--- config.mk ---
export PLATFORM = sky130hd
export DESIGN_NAME = biu_bus_arbiter
export DESIGN_NICKNAME = d
export VERILOG_FILES = /design/src/rtl/biu_bus_arbiter.sv
export SDC_FILE = /design/constraint.sdc
export NUM_CORES = 1
export LEC_CHECK = 0
export BUFFER_PORTS_ARGS = -buffer_cell sky130_fd_sc_hd__buf_4
export CORE_ASPECT_RATIO = 0.7
export CORE_UTILIZATION = 44
export DETAILED_ROUTE_END_ITERATION = 12
export PLACE_DENSITY = 0.78
export SYNTH_ARGS = -nofsm -noshare
export SYNTH_HDL_FRONTEND = slang
export SYNTH_SLANG_ARGS = --single-unit
--- constraint.sdc ---
create_clock -name clk -period 2.9 [get_ports clk]
set_input_delay 0.725 -clock clk [delete_from_list [all_inputs] [get_ports clk]]
set_output_delay 0.725 -clock clk [all_outputs]
set_load 0.005 [all_outputs]
--- src/rtl/biu_bus_arbiter.sv ---
// Two-requester memory bus arbiter (load/store over fetch, starvation guard, timeout); one transaction in flight.
// Latency: gnt one cycle after req, done one cycle after mem_ready; no backpressure on gnt/done pulses.
module biu_bus_arbiter #(
    parameter int AW         = 32,
    parameter int DW         = 32,
    parameter int MAX_CONSEC = 4,
    parameter int TIMEOUT    = 255
) (
    input  logic          clk,
    input  logic          rst_n,
    input  logic          f_req,
    input  logic [AW-1:0] f_addr,
    output logic          f_gnt,
    output logic          f_done,
    input  logic          ls_req,
    input  logic          ls_we,
    input  logic [AW-1:0] ls_addr,
    input  logic [DW-1:0] ls_wdata,
    output logic          ls_gnt,
    output logic          ls_done,
    output logic [DW-1:0] rdata,
    output logic          err,
    output logic          busy,
    output logic          mem_req,
    output logic          mem_we,
    output logic [AW-1:0] mem_addr,
    output logic [DW-1:0] mem_wdata,
    input  logic          mem_ready,
    input  logic [DW-1:0] mem_rdata
);
    localparam int CW = $clog2(MAX_CONSEC + 1);

    typedef enum logic [1:0] {IDLE, BUS, DONE} state_t;

    state_t        state, state_nxt;
    logic          owner_ls;
    logic [CW-1:0] consec;
    logic [7:0]    timer;
    logic          timed_out;
    logic [AW-1:0] addr_q;
    logic          we_q;
    logic [DW-1:0] wdata_q;
    logic [DW-1:0] rdata_q;
    logic          f_gnt_q;
    logic          ls_gnt_q;

    logic any_req;
    logic pick_ls;
    logic timer_hit;

    assign any_req   = f_req | ls_req;
    // Fetch only overrides a pending load/store once the guard has saturated.
    assign pick_ls   = ls_req && !(f_req && (consec == CW'(MAX_CONSEC)));
    assign timer_hit = (timer + 8'd1) == 8'(TIMEOUT);

    always_comb begin
        state_nxt = state;
        case (state)
            IDLE:    if (any_req) state_nxt = BUS;
            BUS:     if (mem_ready || timer_hit) state_nxt = DONE;
            DONE:    state_nxt = IDLE;
            default: state_nxt = IDLE;
        endcase
    end

    always_ff @(posedge clk) begin
        if (!rst_n) begin
            state     <= IDLE;
            owner_ls  <= 1'b0;
            consec    <= '0;
            timer     <= '0;
            timed_out <= 1'b0;
            addr_q    <= '0;
            we_q      <= 1'b0;
            wdata_q   <= '0;
            rdata_q   <= '0;
            f_gnt_q   <= 1'b0;
            ls_gnt_q  <= 1'b0;
        end else begin
            state    <= state_nxt;
            f_gnt_q  <= 1'b0;
            ls_gnt_q <= 1'b0;
            case (state)
                IDLE: begin
                    if (any_req) begin
                        owner_ls  <= pick_ls;
                        f_gnt_q   <= !pick_ls;
                        ls_gnt_q  <= pick_ls;
                        timer     <= '0;
                        timed_out <= 1'b0;
                        if (pick_ls) begin
                            addr_q  <= ls_addr;
                            we_q    <= ls_we;
                            wdata_q <= ls_wdata;
                            if (!f_req)
                                consec <= '0;
                            else if (consec != CW'(MAX_CONSEC))
                                consec <= consec + CW'(1);
                        end else begin
                            addr_q  <= f_addr;
                            we_q    <= 1'b0;
                            wdata_q <= '0;
                            consec  <= '0;
                        end
                    end
                end
                BUS: begin
                    // A late mem_ready still beats the timeout in the same cycle.
                    if (mem_ready) begin
                        rdata_q <= we_q ? '0 : mem_rdata;
                        timer   <= '0;
                    end else if (timer_hit) begin
                        rdata_q   <= '0;
                        timed_out <= 1'b1;
                        timer     <= '0;
                    end else begin
                        timer <= timer + 8'd1;
                    end
                end
                DONE: begin
                    rdata_q   <= '0;
                    timed_out <= 1'b0;
                end
                default: ;
            endcase
        end
    end

    assign f_gnt     = f_gnt_q;
    assign ls_gnt    = ls_gnt_q;
    assign busy      = (state != IDLE);
    assign mem_req   = (state == BUS);
    assign mem_we    = mem_req & we_q;
    assign mem_addr  = mem_req ? addr_q : '0;
    assign mem_wdata = mem_req ? wdata_q : '0;
    assign f_done    = (state == DONE) && !owner_ls;
    assign ls_done   = (state == DONE) && owner_ls;
    assign err       = (state == DONE) && timed_out;
    assign rdata     = rdata_q;

endmodule

After elaboration in Yosys (flattened, before gate mapping):

Index checks and enable logic that the tools add are counted.

* add/sub/neg operators: 2
* multipliers: 0
* divide/modulo/power cells: 0
* magnitude comparators: 0
* eq/ne operators: 11
* shift-type cells: 0
* mux-type cells: 23
* bitwise operators: 2
* reduce and logical (&&, ||, !) cells: 21

Operator list (number)
* $mux W32: 7
* $pmux W32 S2: 1
* $mux W8: 3
* $pmux W8 S2: 1
* $mux W3: 3
* $add A8 B1 Y8 const B: 1
* $eq A8 B8 Y1 const B: 1
* $reduce_and A2 Y1: 4
* $reduce_and A3 Y1: 2
* $reduce_bool A2 Y1: 3
* $logic_and A1 B1 Y1: 5
* $mux W1: 4
* $mux W2: 2
* $ne A2 B1 Y1 const B: 2
* $ne A2 B2 Y1 const B: 2
* $pmux W2 S2: 1
* $reduce_and A4 Y1: 1
* $add A3 B1 Y3 const B: 1
* $eq A3 B3 Y1 const B: 1
* $logic_not A1 Y1: 3
* $ne A3 B1 Y1 const B: 1
* $ne A3 B2 Y1 const B: 1
* $ne A3 B3 Y1 const B: 1
* $pmux W1 S3: 1
* other kinds (7): 7

* register bits: 114
* bits in latches: 0
* bits in writable memories: 0
* memory bits (read-only): 0
* input bits: 134
* output and inout port bits: 104
* logic and storage cells: 70
* memories kept: 0

Depth between registers and ports, before layout:

Gate-level depths: netlist of the first run.

* depth in word-level cells: 6
* gate-level depth with buffers: 8
* gate-level depth less buffers: 7

Worst setup path after synthesis of the first run:

Ideal clock, no wire load.

* path type: input to register
* start point: input f_req
* end point: register timer[0]
* library setup time: 127 ps
* arrival time: 2103 ps
* data required time: 2773 ps
* slack: 670 ps
* stages on the path: 7
* buffers on the path: 2
* cell sequence: clkbuf_1 > or3b_2 > o21ai_1 > clkbuf_1 > nor2_1 > o211ai_1 > a21boi_0

* cells in the longest elaborated chain, start to end: 3

Ends and longest elaborated chain
* start: declaration: line 11 `input logic f_req,`
* $or A1 B1 Y1: line 51 `assign any_req = f_req | ls_req;`
* $ne A2 B2 Y1 (no source line)
* $reduce_and A2 Y1 (no source line)
* end signal: assignment: line 117 `timer <= timer + 8'd1;`
* end: declaration: line 38 `logic [7:0] timer;`

No other way between the ends.
A chain may end at the register's enable or synchronous reset.

Final worst setup path of the first run:

* start point: register state[1]
* end point: output mem_wdata[12]

* cells in the longest elaborated chain, start to end: 2

Ends and longest elaborated chain
* start: declaration: line 35 `state_t state, state_nxt;`
* start signal: assignment: line 80 `state <= state_nxt;`
* $eq A2 B1 Y1: line 132 `assign mem_req = (state == BUS);`
* $mux W32: line 135 `assign mem_wdata = mem_req ? wdata_q : '0;`
* end: declaration: line 27 `output logic [DW-1:0] mem_wdata,`

No other way between the ends.

==> flow_summary_export.csv, run 1 <==
group,metric,value,unit
outcome,outcome,"finished, final reports clean",
cells_and_area,antenna_cells,0,
clock_network,cts_resized,0,
die,dieWidth,132,um
critical_path,path_class,"flip-flop to output pin",
yosys,synthArstFlopShare,0,%
yosys,yosysWarnings,0,
placement,place.gp.congestion,0.745,
critical_path,arrival,1.98,ns
die,fp.dieH,93.0,um
critical_path,critPathLaunchType,"flip-flop",
grt,antenna_found_initial,0,
yosys,synth_top_area_share,43.9,%
clock_network,clk_pin_slew_worst_paths,0.05,ns
sta,layout_min_cycle_time,2.71,ns
drt,drc,0,
drt,dr.pass1.iters,5,
cells_and_area,areaGrowthSynthToFinish,49.4,%
sta,period_share,93.4,%
clock_network,clock-root-buffer,"clkbuf_16",
clock_network,postCtsHoldBufs,0,
die,rows,32,
yosys,synth_area_per_cell,9.03,um2
grt,grt_pass1_wl,24700,um
die,dieArea,0.0123,mm2
min_path,min_path_type,"flip-flop to flip-flop",
drt,wl_per_cell,15.9,um
drt,antenna_left,0,
critical_path,endpoint_kind,"output pin",
clock_network,cts_tree,"done",
clock_network,cts.sinks,114,
die,io_pins,238,
sta,rsz0062_at_grt,"no",
grt,grt_remaining_overflow,0,
critical_path,path_common_cell,"buf_4",
drt,drt-total-wl,15200,um
grt,grt_usage,25.1,%
power,power-per-cell-area,747,mW/mm2
critical_path,crit_path_cell_trace,"inv_1, ha_2, buf_4, and2_1, buf_4",
yosys,synth_area,0.00520,mm2
sta,maxSlewHeadroom,44.5,%
power,ir_drop,0.000570,V
clock_network,cts_setup_buffers,0,
clock_network,clk_path_buf_depth,2,
yosys,yosysSeqAreaShare,43.9,%
clock_network,cts_max_level,4,
placement,post-dp-hpwl,10600,um
yosys,ys.flop_type,"dfxtp_1",
critical_path,worstPathRequired,2.17,ns
grt,grt_max_degree,46,
min_path,worstHoldPathCells,2,
placement,pre_cts_ws,0.374,ns
sta,tns,0,ns
critical_path,worstPathMaxFanout,33,
grt,grt_pass1_vias,5100,
yosys,synth-edff-count,0,
sta,final_max_slew_viol_count,0,
power,p_leak,3.74,nW
yosys,post-synth-top-area-cell,"dfxtp_1",
cells_and_area,multiInputGateArea,0.00266,mm2
sta,setup_viol,0,
yosys,synth.area.top_cells,"dfxtp_1, and2_1, nand3_1",
yosys,ys_types,48,
drt,drt_iter0_markers,371,
sta,finClkSkew,0.00793,ns
critical_path,crit_path_top_delay_cell,"ha_2",
placement,port_buffers,237,
sta,tightest_slew,0.830,ns
die,start_util,46.2,%
drt,num_vias,5177,
critical_path,slowest_delay,0.56,ns
cells_and_area,nets,933,
sta,setup_ws,0.191,ns
critical_path,worstRegToRegCells,6,
clock_network,cts_buffers,17,
sta,fmax,369,MHz
drt,post_drt_via_cell_ratio,5.40,
cells_and_area,nFillCells,899,
cells_and_area,seqCellArea,0.00228,mm2
clock_network,clk_latency,0.40,ns
die,coreArea,0.0113,mm2
job,cap_violations,0,
sta,finalHoldViolCount,0,
cells_and_area,drive_gt1_share,36.6,%
yosys,synth_seq_cells,114,
yosys,syn-num-nets,717,
yosys,synthCells,576,
-- final cells by class --
| cell class | instances | share of cell area [%] |
|---|---|---|
| clock buffers | 17 | 5.48 |
| clock inverters | 15 | 3.27 |
| inverters | 11 | 0.531 |
| multi-input cells | 394 | 34.2 |
| flip-flops and latches | 114 | 29.4 |
| well taps | 153 | 2.46 |
| repair buffers | 254 | 24.7 |
-- Yosys cell counts (2+ instances only) --
master and number:
a21boi_0 11, buf_1 7, ha_1 7, a32o_1 31
o221a_2 2, nor3_1 3, dfxtp_1 114, o21ai_0 3
buf_6 3, nor2_1 7, o211a_1 32, a21oi_1 3
and3_1 2, a22oi_1 33, o221ai_1 6, nor2b_1 38
nand3_1 71, o211ai_1 2, o21ai_1 2, clkbuf_1 44
inv_1 11, nor3b_1 2, nand2_1 48, and2_1 67
buf_2 2, nor4_1 3
-- cells in the final DEF, fill, tap and decap left out, types with 2 or more instances in the layout --
| cell type | n |
|---|---|
| nand3_1 | 71 |
| bufinv_16 | 6 |
| and2_1 | 67 |
| and3_1 | 2 |
| ha_1 | 6 |
| inv_1 | 11 |
| a22oi_1 | 33 |
| o21ai_0 | 3 |
| nor3_1 | 3 |
| buf_4 | 253 |
| inv_6 | 3 |
| nor2_1 | 6 |
| a21oi_1 | 3 |
| nor3b_1 | 2 |
| clkinv_4 | 4 |
| nor4_1 | 2 |
| clkbuf_16 | 17 |
| nor2b_1 | 38 |
| o221ai_1 | 6 |
| o211a_1 | 32 |
| a32o_1 | 31 |
| dfxtp_1 | 114 |
| a21boi_0 | 11 |
| nand2_1 | 48 |
| o221a_2 | 2 |
| o211ai_1 | 2 |
-- critical path: cells and delay by family, from the launching register on --
kind	cells	cell delay [ns]
adders and majority gates	1	0.56
buffers and inverters	3	0.52
DFF	1	0.33
and+or+nand+nor	1	0.17
-- worst paths after layout --
path | startpoint | end | slack, ns
setup / recovery | state[1] | mem_wdata[12] | 0.19
setup reg to reg | timer[2] | rdata[5] | 0.33
hold reg to reg | rdata[30] | rdata[30] | 0.46
hold / removal | rdata[30] | rdata[30] | 0.46
-- where the power goes --
group / switching, mW / internal [mW] / total (mW)
clock network: 0.761 / 1.62 / 2.38
logic: 0.770 / 0.707 / 1.48
registers: 0.128 / 1.82 / 1.95
-- metal layers --
metal  share of wire, %  track usage (%)
met1                 41             30.3
met2                 50             42.3
met3                7.1             6.84
met4                1.7             10.6
met5                  0                0
-- metrics by stage --
stage | hold slack [ns] | utilization, % | instances | power [mW] | instance area, um2
after detailed placement | 0.455 | 63.0 | 926 | 3.45 | 7090
after global routing | 0.489 | 69.1 | 958 | 6.09 | 7770
after CTS | 0.463 | 69.1 | 958 | 5.84 | 7770
final | 0.459 | 69.1 | 958 | 5.81 | 7770
after global placement | 0.448 | 63.0 | 926 | 3.39 | 7090
after floorplan | 0.454 | - | 576 | 2.81 | 5200
-- sequential cells by signal (all words and copies together) (netlist names) --
signal / count
addr_q: 32
rdata: 32
wdata_q: 32
timer: 8
consec: 3
state: 2
f_gnt: 1
ls_gnt: 1
owner_ls: 1
timed_out: 1
we_q: 1
-- cells by family after synthesis --
logic type	synth area share, %
flip-flops	43.9
AO/OA/AOI/OAI	22.4
adder cells (fa/ha/maj)	1.68
XOR/XNOR	0.337
buffers and inverters	5.46
AND/OR/NAND/NOR	26.0
multiplexers	0.192
Power figures use the tool's default switching activity.
==> inputs of run 2 (changes only) <==
--- a/config.mk
+++ b/config.mk
@@ -7,9 +7,9 @@
 export LEC_CHECK = 0
 export BUFFER_PORTS_ARGS = -buffer_cell sky130_fd_sc_hd__buf_4
 export CORE_ASPECT_RATIO = 0.7
-export CORE_UTILIZATION = 44
+export CORE_UTILIZATION = 47
 export DETAILED_ROUTE_END_ITERATION = 12
-export PLACE_DENSITY = 0.78
+export PLACE_DENSITY = 0.82
 export SYNTH_ARGS = -nofsm -noshare
 export SYNTH_HDL_FRONTEND = slang
 export SYNTH_SLANG_ARGS = --single-unit
==> flow_summary_export.csv, run 2 (same netlist as run 1, synthesis figures left out) <==
group,metric,value,unit
critical_path,critPathLaunchType,"flip-flop",
power,ir_drop,0.000530,V
clock_network,cts_tree,"done",
critical_path,worstPathRequired,2.17,ns
die,start_util,49.3,%
die,dieWidth,128,um
power,p_seq_share,35.5,%
die,coreArea,0.0106,mm2
drt,dr.pass1.iters,7,
sta,holdWs,0.459,ns
power,comb_power_share,26.9,%
power,switching_share,30.4,%
power,p_clk_share,37.5,%
die,dieArea,0.0115,mm2
power,switchingPower,1.67,mW
cells_and_area,final_cell_mix,"buf_4, dfxtp_1, nand3_1, and2_1, nand2_1",
power,internal-power,3.81,mW
cells_and_area,antenna_cells,0,
sta,period_share,90.7,%
drt,drt_iter0_markers,358,
job,cap_violations,0,
sta,maxSlewHeadroom,43.7,%
critical_path,arrival,1.91,ns
sta,finalHoldViolCount,0,
clock_network,clk_pin_slew_worst_paths,0.05,ns
power,p_leak,3.68,nW
drt,wl_per_cell,16.0,um
clock_network,clk_path_buf_depth,2,
sta,setup_viol,0,
grt,grt_remaining_overflow,0,
sta,final_max_slew_viol_count,0,
outcome,outcome,"finished, final reports clean",
sta,tns,0,ns
die,rows,31,
sta,fmax,380,MHz
clock_network,cts_buffers,17,
clock_network,cts_setup_buffers,0,
die,io_pins,238,
clock_network,postCtsHoldBufs,0,
clock_network,clk_latency,0.40,ns
grt,grt_usage,26.7,%
drt,drt-total-wl,15200,um
drt,num_vias,5202,
cells_and_area,nFillCells,798,
placement,port_buffers,237,
drt,drc,0,
critical_path,endpoint_kind,"output pin",
power,power.total,5.48,mW
placement,place.gp.congestion,0.824,
critical_path,path_class,"flip-flop to output pin",
min_path,min_path_type,"flip-flop to flip-flop",
placement,post-dp-hpwl,10600,um
critical_path,worstPathMaxFanout,30,
power,power-per-cell-area,715,mW/mm2
sta,tightest_slew,0.839,ns
grt,grt_pass1_wl,24800,um
grt,grt_max_degree,66,
cells_and_area,drive_gt1_share,36.4,%
sta,layout_min_cycle_time,2.63,ns
drt,post_drt_via_cell_ratio,5.48,
grt,antenna_found_initial,0,
clock_network,cts_resized,0,
die,fp.dieH,90.0,um
clock_network,cts_max_level,4,
clock_network,clock-root-buffer,"clkbuf_16",
grt,grt_pass1_vias,5064,
cells_and_area,final_common_cell,"buf_4",
clock_network,cts.sinks,114,
drt,antenna_left,0,
cells_and_area,areaGrowthSynthToFinish,47.4,%
sta,finClkSkew,0.0131,ns
sta,rsz0062_at_grt,"no",
cells_and_area,nets,930,
## run 2: layout make-up
cell class	count	area [um2]	share of cell area [%]
multi-input cells	394	2660	34.6
flip-flops and latches	114	2280	29.8
repair buffers	251	1910	24.9
clock buffers	18	439	5.73
well taps	148	185	2.42
clock inverters	14	155	2.02
inverters	11	41.3	0.539
## run 2: worst paths after layout
check,startpoint,endpoint,slack (ns),cells after the start
max,state[1],mem_addr[1],0.27,5
min,rdata[30],rdata[30],0.46,2
max reg2reg,timer[2],rdata[31],0.32,6
min reg2reg,rdata[30],rdata[30],0.46,2
## run 2: power groups by stage
stage          registers (mW)  clock network, mW  logic, mW
3_3_place_gp             1.96                  0       1.43
3_5_place_dp             1.98                  0       1.47
6_report                 1.95               2.06       1.48
4_1_cts                  1.95               2.09       1.48
2_1_floorplan            1.95                  0      0.866
5_1_grt                  1.98               2.17       1.62
## run 2: critical path, cell delays in order, from the launching register on
cell and delay, ns:
dfxtp_1 0.32, inv_1 0.08, ha_2 0.50, buf_4 0.31, and2_1 0.18, buf_4 0.12
## run 2: metal layers
metal	vias up	track usage, %	wire (um)
met2	178	44.8	7610
met3	28	6.25	937
met4	0	10.1	303
li1	2500	-	-
met5	-	0	0
met1	2496	33.2	6320
## run 2: metrics by stage
stage                     utilization [%]  area, um2  cells  setup WS [ns]
final                                72.7       7670    950          0.268
after global routing                 72.7       7670    950         0.0675
after CTS                            72.7       7670    950          0.202
after detailed placement             67.0       7070    918          0.364
after global placement               67.0       7070    918          0.470
after floorplan                         -       5200    576          0.670
